### config.mk
export PLATFORM = sky130hd
export DESIGN_NAME = demux1to4_reg
export DESIGN_NICKNAME = d
export VERILOG_FILES = /design/src/rtl/demux_pkg.sv /design/src/rtl/demux_slot.sv /design/src/rtl/demux1to4_reg.sv
export SDC_FILE = /design/constraint.sdc
export NUM_CORES = 1
export LEC_CHECK = 0
export CORE_AREA = 2 2 66 68
export DETAILED_ROUTE_END_ITERATION = 8
export DIE_AREA = 0 0 68 70
export PLACE_DENSITY = 0.77
export RECOVER_POWER = 100
export SYNTH_ARGS = -nofsm -noshare
export SYNTH_HDL_FRONTEND = slang
export SYNTH_HIERARCHICAL = 1
export SYNTH_SLANG_ARGS = --single-unit
### constraint.sdc
create_clock -name clk -period 2.6 [get_ports clk]
set_input_delay 0.52 -clock clk [delete_from_list [all_inputs] [get_ports clk]]
set_output_delay 0.52 -clock clk [all_outputs]
set_load 0.005 [all_outputs]
### src/rtl/demux_pkg.sv
// demux_pkg: shared channel count, select width and per-channel state type for demux1to4_reg
package demux_pkg;
  localparam int NUM_CH = 4;
  localparam int SEL_W = 2;
  typedef enum logic {CH_EMPTY = 1'b0, CH_FULL = 1'b1} ch_state_t;
endpackage

### src/rtl/demux_slot.sv
// demux_slot: one-entry holding register (clk, rst, load, din -> dout, valid/ready); load wins over drain, dout kept after drain
module demux_slot
  import demux_pkg::*;
#(
  parameter int W = 8
) (
  input  logic         clk,
  input  logic         rst,
  input  logic         load,
  input  logic [W-1:0] din,
  output logic [W-1:0] dout,
  output logic         valid,
  input  logic         ready
);
  ch_state_t state;
  always_ff @(posedge clk) begin
    if (rst) begin
      state <= CH_EMPTY;
      dout  <= '0;
    end else begin
      if (load) dout <= din;
      state <= load ? CH_FULL : (ready ? CH_EMPTY : state);
    end
  end
  assign valid = state == CH_FULL;
endmodule

### src/rtl/demux1to4_reg.sv
// demux1to4_reg: registered 1-to-4 demux (in_data/in_valid/in_ready/sel -> 4x out_data/out_valid/out_ready, xfer_cnt); DEMUX_RR_EN replaces sel with a round-robin pointer
module demux1to4_reg
  import demux_pkg::*;
#(
  parameter int W     = 8,
  parameter int CNT_W = 8
) (
  input  logic                clk,
  input  logic                rst,
  input  logic [W-1:0]        in_data,
  input  logic                in_valid,
  output logic                in_ready,
  input  logic [SEL_W-1:0]    sel,
  output logic [NUM_CH*W-1:0] out_data,
  output logic [NUM_CH-1:0]   out_valid,
  input  logic [NUM_CH-1:0]   out_ready,
  output logic [CNT_W-1:0]    xfer_cnt
);
  logic [SEL_W-1:0] d;
  logic accept;
`ifdef DEMUX_RR_EN
  logic [SEL_W-1:0] rr_ptr;
  logic unused_sel;
  assign unused_sel = ^sel;
  always_ff @(posedge clk) begin
    if (rst) rr_ptr <= '0;
    else if (accept) rr_ptr <= rr_ptr + 1'b1;
  end
  assign d = rr_ptr;
`else
  assign d = sel;
`endif
  assign in_ready = !out_valid[d] | out_ready[d];
  assign accept = in_valid & in_ready & !rst;
  for (genvar k = 0; k < NUM_CH; k++) begin : g_slot
    demux_slot #(.W(W)) u_slot (
      .clk  (clk),
      .rst  (rst),
      .load (accept && d == SEL_W'(k)),
      .din  (in_data),
      .dout (out_data[k*W +: W]),
      .valid(out_valid[k]),
      .ready(out_ready[k])
    );
  end
  always_ff @(posedge clk) begin
    if (rst) xfer_cnt <= '0;
    else xfer_cnt <= xfer_cnt + CNT_W'(accept);
  end
endmodule

After elaboration in Yosys (flattened, before gate mapping):

Index checks and enable logic that the tools add are counted.

* logic and storage cells: 40
* flip-flop bits (word level): 44
* input bits: 17
* output and inout bits: 45

* equality and inequality tests: 3
* multiplexer cells: 12
* add/subtract/negate cells: 1
* bitwise operators: 3
* order comparisons: 1
* reduce and logical (&&, ||, !) cells: 11

Operators by type and width (count)
* $mux W1: 10
* $add A8 B1 Y8: 1
* $reduce_bool A2 Y1: 4
* $bmux W1 S2: 2
* $eq A2 B2 Y1 const B: 2
* $logic_and A1 B1 Y1: 4
* $lt A2 B3 Y1 const B: 1
* $and A1 B1 Y1: 2
* $eq A2 B1 Y1 const B: 1
* $logic_not A1 Y1: 2
* $logic_not A2 Y1: 1
* $or A1 B1 Y1: 1

Depth between registers and ports, before layout:

Gate-level depths: netlist of the first run.

* depth after elaboration: 8
* mapped depth: 8
* gate-level depth less buffers: 8

By module:

Netlist of the first run, hierarchy kept.

Modules (own cells, without submodules)
* demux_slot: area each 321.6 um2, instances 4, cells an instance 30, seq. area each 180.2 um2
* demux1to4_reg: area each 425.4 um2, instances 1, cells an instance 48, seq. area each 160.2 um2

Worst setup path after synthesis of the first run:

OpenSTA, ideal clock, no wires.

* kind: input port to flip-flop
* start point: in out_ready[2]
* end point: reg xfer_cnt[4]
* arrival time: 1972 ps
* setup time: 116 ps
* path buffers: 0
* setup slack: 512 ps
* stages: 8
* cell sequence: nand2b_1 mux4_2 nor2b_4 ha_1 ha_1 nand3_1 xor2_1 nor2_1

* cells in the longest elaborated chain, start to end: 6

Ends and longest elaborated chain
* start: declaration: line demux1to4_reg.sv:16 `input logic [NUM_CH-1:0] out_ready,`
* $bmux W1 S2: line demux1to4_reg.sv:33 `assign in_ready = !out_valid[d] | out_ready[d];`
* $mux W1 (not written as such): line demux1to4_reg.sv:33
* $or A1 B1 Y1: line demux1to4_reg.sv:33
* net in_ready: line demux1to4_reg.sv:12 `output logic in_ready,`
* $and A1 B1 Y1 (2 in series): line demux1to4_reg.sv:34 `assign accept = in_valid & in_ready & !rst;`
* $add A8 B1 Y8: line demux1to4_reg.sv:48 `else xfer_cnt <= xfer_cnt + CNT_W'(accept);`
* end signal: assignment: line demux1to4_reg.sv:48
* end: declaration: line demux1to4_reg.sv:17 `output logic [CNT_W-1:0] xfer_cnt`

The timed path passes the listed nets, and every way through them passes these cells. The select of a mux whose other input is x is not followed.
A chain may end at the register's enable or synchronous reset.

Worst setup path in the final report of the first run:

* start point: in out_ready[3]
* end point: out in_ready

* cells in the longest elaborated chain, start to end: 3

Ends and longest elaborated chain (line)
* $bmux W1 S2: demux1to4_reg.sv:33
* $mux W1 (not written as such): demux1to4_reg.sv:33
* $or A1 B1 Y1: demux1to4_reg.sv:33
* end: declaration: demux1to4_reg.sv:12

No other way between the ends. The select of a mux whose other input is x is not followed.

==> results of run 1 <==
## synth_stat cells
cell type,instances
xnor2_1,2
nor4b_1,2
or3_1,3
nor2_1,35
o21ai_0,3
nand3_1,2
nor2b_1,2
buf_6,4
nand2_1,3
nor3_1,2
and3_1,1
ha_1,2
mux4_2,1
clkbuf_2,4
inv_2,1
nand4_1,1
mux2i_1,32
inv_1,5
nor2b_4,1
a21oi_1,7
dfxtp_1,44
xor2_1,1
buf_2,1
nand2b_1,9
## kinds of logic (layout without fill, tap and decap cells)
| family | count (synthesis) | count (layout) |
|---|---|---|
| buffers and inverters | 15 | 84 |
| AOI/OAI and AO/OA | 10 | 10 |
| DFF | 44 | 44 |
| and+or+nand+nor | 61 | 61 |
| adders and majority gates | 2 | 2 |
| xor gates and xnor gates | 3 | 3 |
| muxes | 33 | 33 |
## repair_timing
item / 4_1_cts / 5_1_grt
hold buffers: 0 / 0
resized for setup: 0 / 1
setup endpoints to repair: 0 / 1
## final cells by class
cell class,instances,area share (%)
sequential,44,34.9
multi-input combinational,109,29.1
timing repair buffer,70,26.3
clock inverter,3,3.57
clock buffer,5,2.72
tap,52,2.58
inverter,6,0.892
## layer usage
layer / global-route usage [%] / wire length, µm / part of all wire, % / vias to the layer above
li1: - / - / - / 690
met3: 7.57 / 338 / 9.3 / 4
met1: 20.1 / 1590 / 44 / 643
met2: 23.9 / 1670 / 46 / 47
met4: 5.33 / 38 / 1.0 / 0
met5: 0 / 0 / 0 / -
## stage by stage
stage | power, mW | TNS (ns) | cell area (µm²) | hold WS (ns) | instances
after global routing | 1.58 | 0 | 2530 | 0.527 | 289
after global placement | 0.834 | 0 | 2410 | 0.472 | 281
after CTS | 1.55 | 0 | 2570 | 0.500 | 289
final | 1.52 | 0 | 2530 | 0.491 | 289
after detailed placement | 0.835 | -0.120 | 2410 | 0.484 | 281
after floorplan | 0.761 | 0 | 1710 | 0.474 | 168
## layout by cell type (no fill, tap or decap), types with 3 or more instances in the layout
| cell type | n |
|---|---|
| o21ai_0 | 3 |
| clkbuf_1 | 4 |
| nand2b_1 | 9 |
| or3_1 | 3 |
| inv_1 | 6 |
| clkbuf_8 | 5 |
| nor2_1 | 35 |
| nand2_1 | 3 |
| bufinv_16 | 3 |
| mux2i_1 | 32 |
| dlygate4sd3_1 | 45 |
| buf_4 | 5 |
| dfxtp_1 | 44 |
| a21oi_1 | 7 |
| clkdlybuf4s50_1 | 15 |
| nor2b_1 | 3 |
## worst min path at each step
stage / start / to / slack, ns / cells past startpoint
finish: xfer_cnt[7]$_SDFF_PP0_ / xfer_cnt[7]$_SDFF_PP0_ / 0.49 / 2
global route: g_slot[2].u_slot/dout[4]$_SDFFE_PP0P_ / g_slot[2].u_slot/dout[4]$_SDFFE_PP0P_ / 0.53 / 2
CTS: xfer_cnt[7]$_SDFF_PP0_ / xfer_cnt[7]$_SDFF_PP0_ / 0.50 / 2
detailed placement: g_slot[2].u_slot/dout[4]$_SDFFE_PP0P_ / g_slot[2].u_slot/dout[4]$_SDFFE_PP0P_ / 0.48 / 2
global placement: g_slot[3].u_slot/dout[2]$_SDFFE_PP0P_ / g_slot[3].u_slot/dout[2]$_SDFFE_PP0P_ / 0.47 / 2
floorplan: xfer_cnt[7]$_SDFF_PP0_ / xfer_cnt[7]$_SDFF_PP0_ / 0.47 / 2
## power by group through the flow
stage                     sequential, mW  clock, mW  combinational, mW
after floorplan                    0.712          0             0.0491
after global placement             0.711          0              0.123
after detailed placement           0.711          0              0.124
after CTS                          0.695      0.733              0.125
after global routing               0.697      0.756              0.123
final                              0.694      0.709              0.112
## registers in the layout, summed over array words and instances (netlist names)
register,cells
xfer_cnt,8
g_slot.u_slot/valid,4
g_slot.u_slot/dout,32
## worst max-delay path, cell delays in order
cell and delay [ns]:
clkdlybuf4s50_1 0.43, nand2b_1 0.17, mux4_2 0.48, clkdlybuf4s25_1 0.28
==> results.json, run 1 <==
{
  "grt_first_pass_wirelength_um": 5810,
  "crit_fanout": 2,
  "syn_area_um2": 1710,
  "p_seq_share_pct": 45.8,
  "ys_ff_latch": 44,
  "viasPerCell": 4.79,
  "setup.worst_path.end": "in_ready",
  "synth-xor-area-share_pct": 1.54,
  "rsz0062_at_grt": "no",
  "reg2regPathDepth": 8,
  "setup_viol": 0,
  "internal_power_mw": 1.23,
  "syn2layout_area_growth_pct": 47.6,
  "grt_antenna_before_repair": 0,
  "drtAntennaViolNets": 0,
  "synthMuxAreaShare_pct": 20.0,
  "slew_headroom_pct": 53.7,
  "yosysWarnings": 6,
  "grt_pass1_vias": 1329,
  "port_buffers": 61,
  "synth-compound-area-share_pct": 2.92,
  "clk_latency_ns": 0.29,
  "ir_drop_v": 0.000377,
  "hp-class": "reg -> reg",
  "postCtsSetupBuffers": 0,
  "netlist_instances": 168,
  "cp-end-kind": "output pin",
  "synth_fa_ha_area_share_pct": 1.46,
  "die_x_um": 68,
  "seq_area_um2": 881,
  "power_leakage_nw": 1.04,
  "clockRootBuffer": "clkbuf_8",
  "clk_pin_slew_ns": 0.08,
  "setup_slack_ns": 0.194,
  "place_congestion": 0.649,
  "required_ns": 2.08,
  "fmax_ghz": 0.416,
  "wire_per_inst_um": 12.6,
  "final_layout_size_suffix_gt1_share_pct": 6.33,
  "cap_viol_max_count": 0,
  "dieHeight_um": 70,
  "grt_start_max_net_pins": 45,
  "routed_wl_um": 3640,
  "cp-start-kind": "input pin",
  "drc": 0,
  "post-route-period-util_pct": 92.5,
  "yosys-top-cells-area": "dfxtp_1 51%, mux2i_1 19%, nor2_1 7.7%, nand2b_1 3.3%, buf_6 2.6%",
  "cts_tree": "done",
  "power.share.switching_pct": 18.7,
  "ios": 62,
  "r2r_start": "g_slot[2].u_slot/valid$_SDFFE_PP0P_",
  "reg2reg_to": "xfer_cnt[4]$_SDFF_PP0_",
  "fp.coreArea_um2": 4140,
  "tightest_slew_ns": 0.695,
  "synthSimpleGateAreaFrac_pct": 17.2,
  "cts.htree.levels": 2,
  "synthesis.nets": 187,
  "dp_slack_ns": -0.0672,
  "combPwrFrac_pct": 7.4,
  "synth_top_family_by_area": "multiplexers",
  "fillers": 370,
  "drt-initial-drc-count": 31,
  "finClkSkew_ns": 0.00667,
  "grt_use_total_pct": 16.0,
  "die_area_um2": 4760,
  "synth_top_cell_by_area": "dfxtp_1",
  "clock-sinks": 44,
  "p_switching_mw": 0.284,
  "cts_made_buffers": 5,
  "p_clk_share_pct": 46.8,
  "status": "finished clean",
  "startpoint": "out_ready[3]",
  "final_max_slew_viol_count": 0,
  "netlist.area_leader.share_pct": 51.5,
  "ys_seq_area_share_pct": 51.5,
  "multi_input_area_um2": 736,
  "firstDrtPassIters": 4,
  "rows": 24,
  "reg2reg_slack_ns": 0.60,
  "layout.nets": 255,
  "overflow": 0,
  "critPathKind": "in -> out",
  "utilization_pct": 61.0,
  "synth_area_per_cell_um2": 10.2,
  "min_period_ns": 2.41,
  "hpwl_um": 2560,
  "synth_cell_types": 24,
  "initial_utilization_pct": 41.3,
  "finalHoldViolations": 0,
  "p_per_area_nw_per_um2": 600,
  "clockBufferDepth": 2,
  "arrival_ns": 1.89,
  "vias": 1384,
  "n_antenna_cell": 0
}
Note: power is estimated with default switching activity, not from simulation.
==> run 2, diff against run 1 <==
--- a/config.mk
+++ b/config.mk
@@ -10,7 +10,9 @@
 export DIE_AREA = 0 0 68 70
 export PLACE_DENSITY = 0.77
 export RECOVER_POWER = 100
+export SLEW_MARGIN = 10
 export SYNTH_ARGS = -nofsm -noshare
 export SYNTH_HDL_FRONTEND = slang
 export SYNTH_HIERARCHICAL = 1
 export SYNTH_SLANG_ARGS = --single-unit
+export TNS_END_PERCENT = 1
==> results of run 2 <==
The final DEF is identical to that of run 1; final timing and power are the same.
==> run 3, diff against run 2 <==
==> constraint.sdc (replaced) <==
create_clock -name clk -period 2.6 [get_ports clk]
set_input_delay 0.39 -clock clk [delete_from_list [all_inputs] [get_ports clk]]
set_output_delay 0.39 -clock clk [all_outputs]
set_load 0.05 [all_outputs]
==> run 3 against run 2 <==
Effect of this change: clock power fell by 45%; via count fell by 3.3%; global-route usage rose by 0.27 points; sequential share of layout area rose by 1.5 points; critical path depth rose by 5; die area did not move; clock-buffer cell count rose by 1; power fell by 18%; critical path type is now in -> reg; largest power group is now registers; highest routed layer unchanged.
==> results.json, run 3 (synthesis results as in run 1) <==
{
  "tightest_slew_ns": 0.715,
  "wire_per_inst_um": 12.7,
  "ios": 62,
  "overflow": 0,
  "final_common_cell": "dlygate4sd3_1",
  "p_per_area_nw_per_um2": 514,
  "fmax_ghz": 0.428,
  "required_ns": 2.76,
  "p_clk_share_pct": 31.4,
  "min_to": "g_slot[3].u_slot/valid$_SDFFE_PP0P_",
  "reg2reg_to": "xfer_cnt[4]$_SDFF_PP0_",
  "clockBufferDepth": 2,
  "cts_made_buffers": 5,
  "place_congestion": 0.684,
  "port_buffers": 61,
  "grt_antenna_before_repair": 0,
  "power.share.switching_pct": 25.1,
  "rsz0062_at_grt": "no",
  "hpwl_um": 2570,
  "setup_viol": 0,
  "reg2reg_slack_ns": 0.64,
  "final_cells": 285,
  "initial_utilization_pct": 41.3,
  "cp-start-kind": "input pin",
  "grt_use_total_pct": 16.3,
  "finClkSkew_ns": 0.00349,
  "die_area_um2": 4760,
  "internal_power_mw": 0.932,
  "min_period_ns": 2.34,
  "hp-start": "g_slot[3].u_slot/valid$_SDFFE_PP0P_",
  "multi_input_area_um2": 742,
  "n_antenna_cell": 0,
  "routed_wl_um": 3610,
  "cts_tree": "done",
  "cp-end-kind": "flip-flop",
  "rows": 24,
  "grt_first_pass_wirelength_um": 5820,
  "largest_reg_flops": 32,
  "holdPathStages": 2,
  "die_x_um": 68,
  "r2r_start": "g_slot[2].u_slot/valid$_SDFFE_PP0P_",
  "dp_cells": 278,
  "clockRootBuffer": "clkbuf_8",
  "fillers": 391,
  "largest_register": "g_slot.u_slot/dout",
  "vias": 1339,
  "dp_slack_ns": 0.0943,
  "cts.htree.levels": 2,
  "post-route-period-util_pct": 89.9,
  "viasPerCell": 4.70,
  "final_layout_size_suffix_gt1_share_pct": 5.58,
  "drt-initial-drc-count": 45,
  "dieHeight_um": 70,
  "p_switching_mw": 0.313,
  "finalHoldViolations": 0,
  "fp.coreArea_um2": 4140,
  "clk_pin_slew_ns": 0.08,
  "clk_latency_ns": 0.29,
  "ctsHoldBuffers": 0,
  "syn2layout_area_growth_pct": 41.6,
  "crit_fanout": 3,
  "firstDrtPassIters": 4,
  "setup_slack_ns": 0.263,
  "tns_ns": 0,
  "status": "finished clean",
  "utilization_pct": 58.5,
  "seq_area_um2": 881,
  "critPathKind": "in -> reg",
  "clock-sinks": 44,
  "hp-class": "reg -> reg",
  "grt_pass1_vias": 1274,
  "drc": 0,
  "power_leakage_nw": 0.984,
  "arrival_ns": 2.50,
  "final_max_slew_viol_count": 0,
  "p_seq_share_pct": 55.8,
  "grt_start_max_net_pins": 45,
  "drtAntennaViolNets": 0,
  "ir_drop_v": 0.000394,
  "slew_headroom_pct": 52.4,
  "final_cell_mix": "46 x dlygate4sd3_1, 44 x dfxtp_1, 35 x nor2_1",
  "layout.nets": 252,
  "reg2regPathDepth": 8,
  "combPwrFrac_pct": 12.8,
  "cts.repair.resized": 0,
  "whs_ns": 0.486,
  "postCtsSetupBuffers": 0,
  "cap_viol_max_count": 0
}
[run 3: critical path, stage by stage]
cell           delay, ns
dlygate4sd3_1       0.54
nand2b_1            0.17
mux4_2              0.48
nor2b_1             0.15
ha_1                0.21
ha_1                0.21
nand3_1             0.13
xor2_1              0.16
nor2_1              0.06
[run 3: final cells by class]
class,count,share of cell area [%]
clock buffer,6,2.99
clock inverter,1,0.207
inverter,6,0.929
multi-input combinational,109,30.6
sequential,44,36.3
tap,52,2.68
timing repair buffer,67,26.2
[run 3: power by group through the flow]
stage	Combinational (mW)	Sequential, mW	Clock (mW)
final	0.159	0.694	0.391
after global routing	0.170	0.696	0.440
after CTS	0.170	0.695	0.411
after detailed placement	0.169	0.711	0
after global placement	0.168	0.711	0
after floorplan	0.0500	0.759	0
[run 3: how the worst max path moves through the flow]
| stage | startpoint | to | slack [ns] | cells after the start |
|---|---|---|---|---|
| finish | out_ready[3] | xfer_cnt[4]$_SDFF_PP0_ | 0.26 | 9 |
| global route | out_ready[3] | xfer_cnt[4]$_SDFF_PP0_ | 0.15 | 9 |
| CTS | sel[0] | xfer_cnt[6]$_SDFF_PP0_ | 0.40 | 9 |
| detailed placement | sel[0] | xfer_cnt[6]$_SDFF_PP0_ | 0.09 | 9 |
| global placement | sel[0] | xfer_cnt[6]$_SDFF_PP0_ | 0.13 | 9 |
| floorplan | g_slot[2].u_slot/valid$_SDFFE_PP0P_ | xfer_cnt[4]$_SDFF_PP0_ | 0.20 | 8 |
[run 3: metrics by stage]
step           cell area (µm²)  total power [mW]
2_1_floorplan             1710             0.809
3_3_place_gp              2380             0.879
3_5_place_dp              2380             0.880
4_1_cts                   2460              1.28
5_1_grt                   2420              1.31
6_report                  2420              1.24
[run 3: per-layer routing]
metal / part of all wire [%] / global-route usage (%) / wire length [µm]
met5: 0 / 0 / 0
met4: 0.94 / 4.00 / 34
met3: 11 / 9.66 / 390
met2: 46 / 24.1 / 1650
met1: 43 / 20.1 / 1540
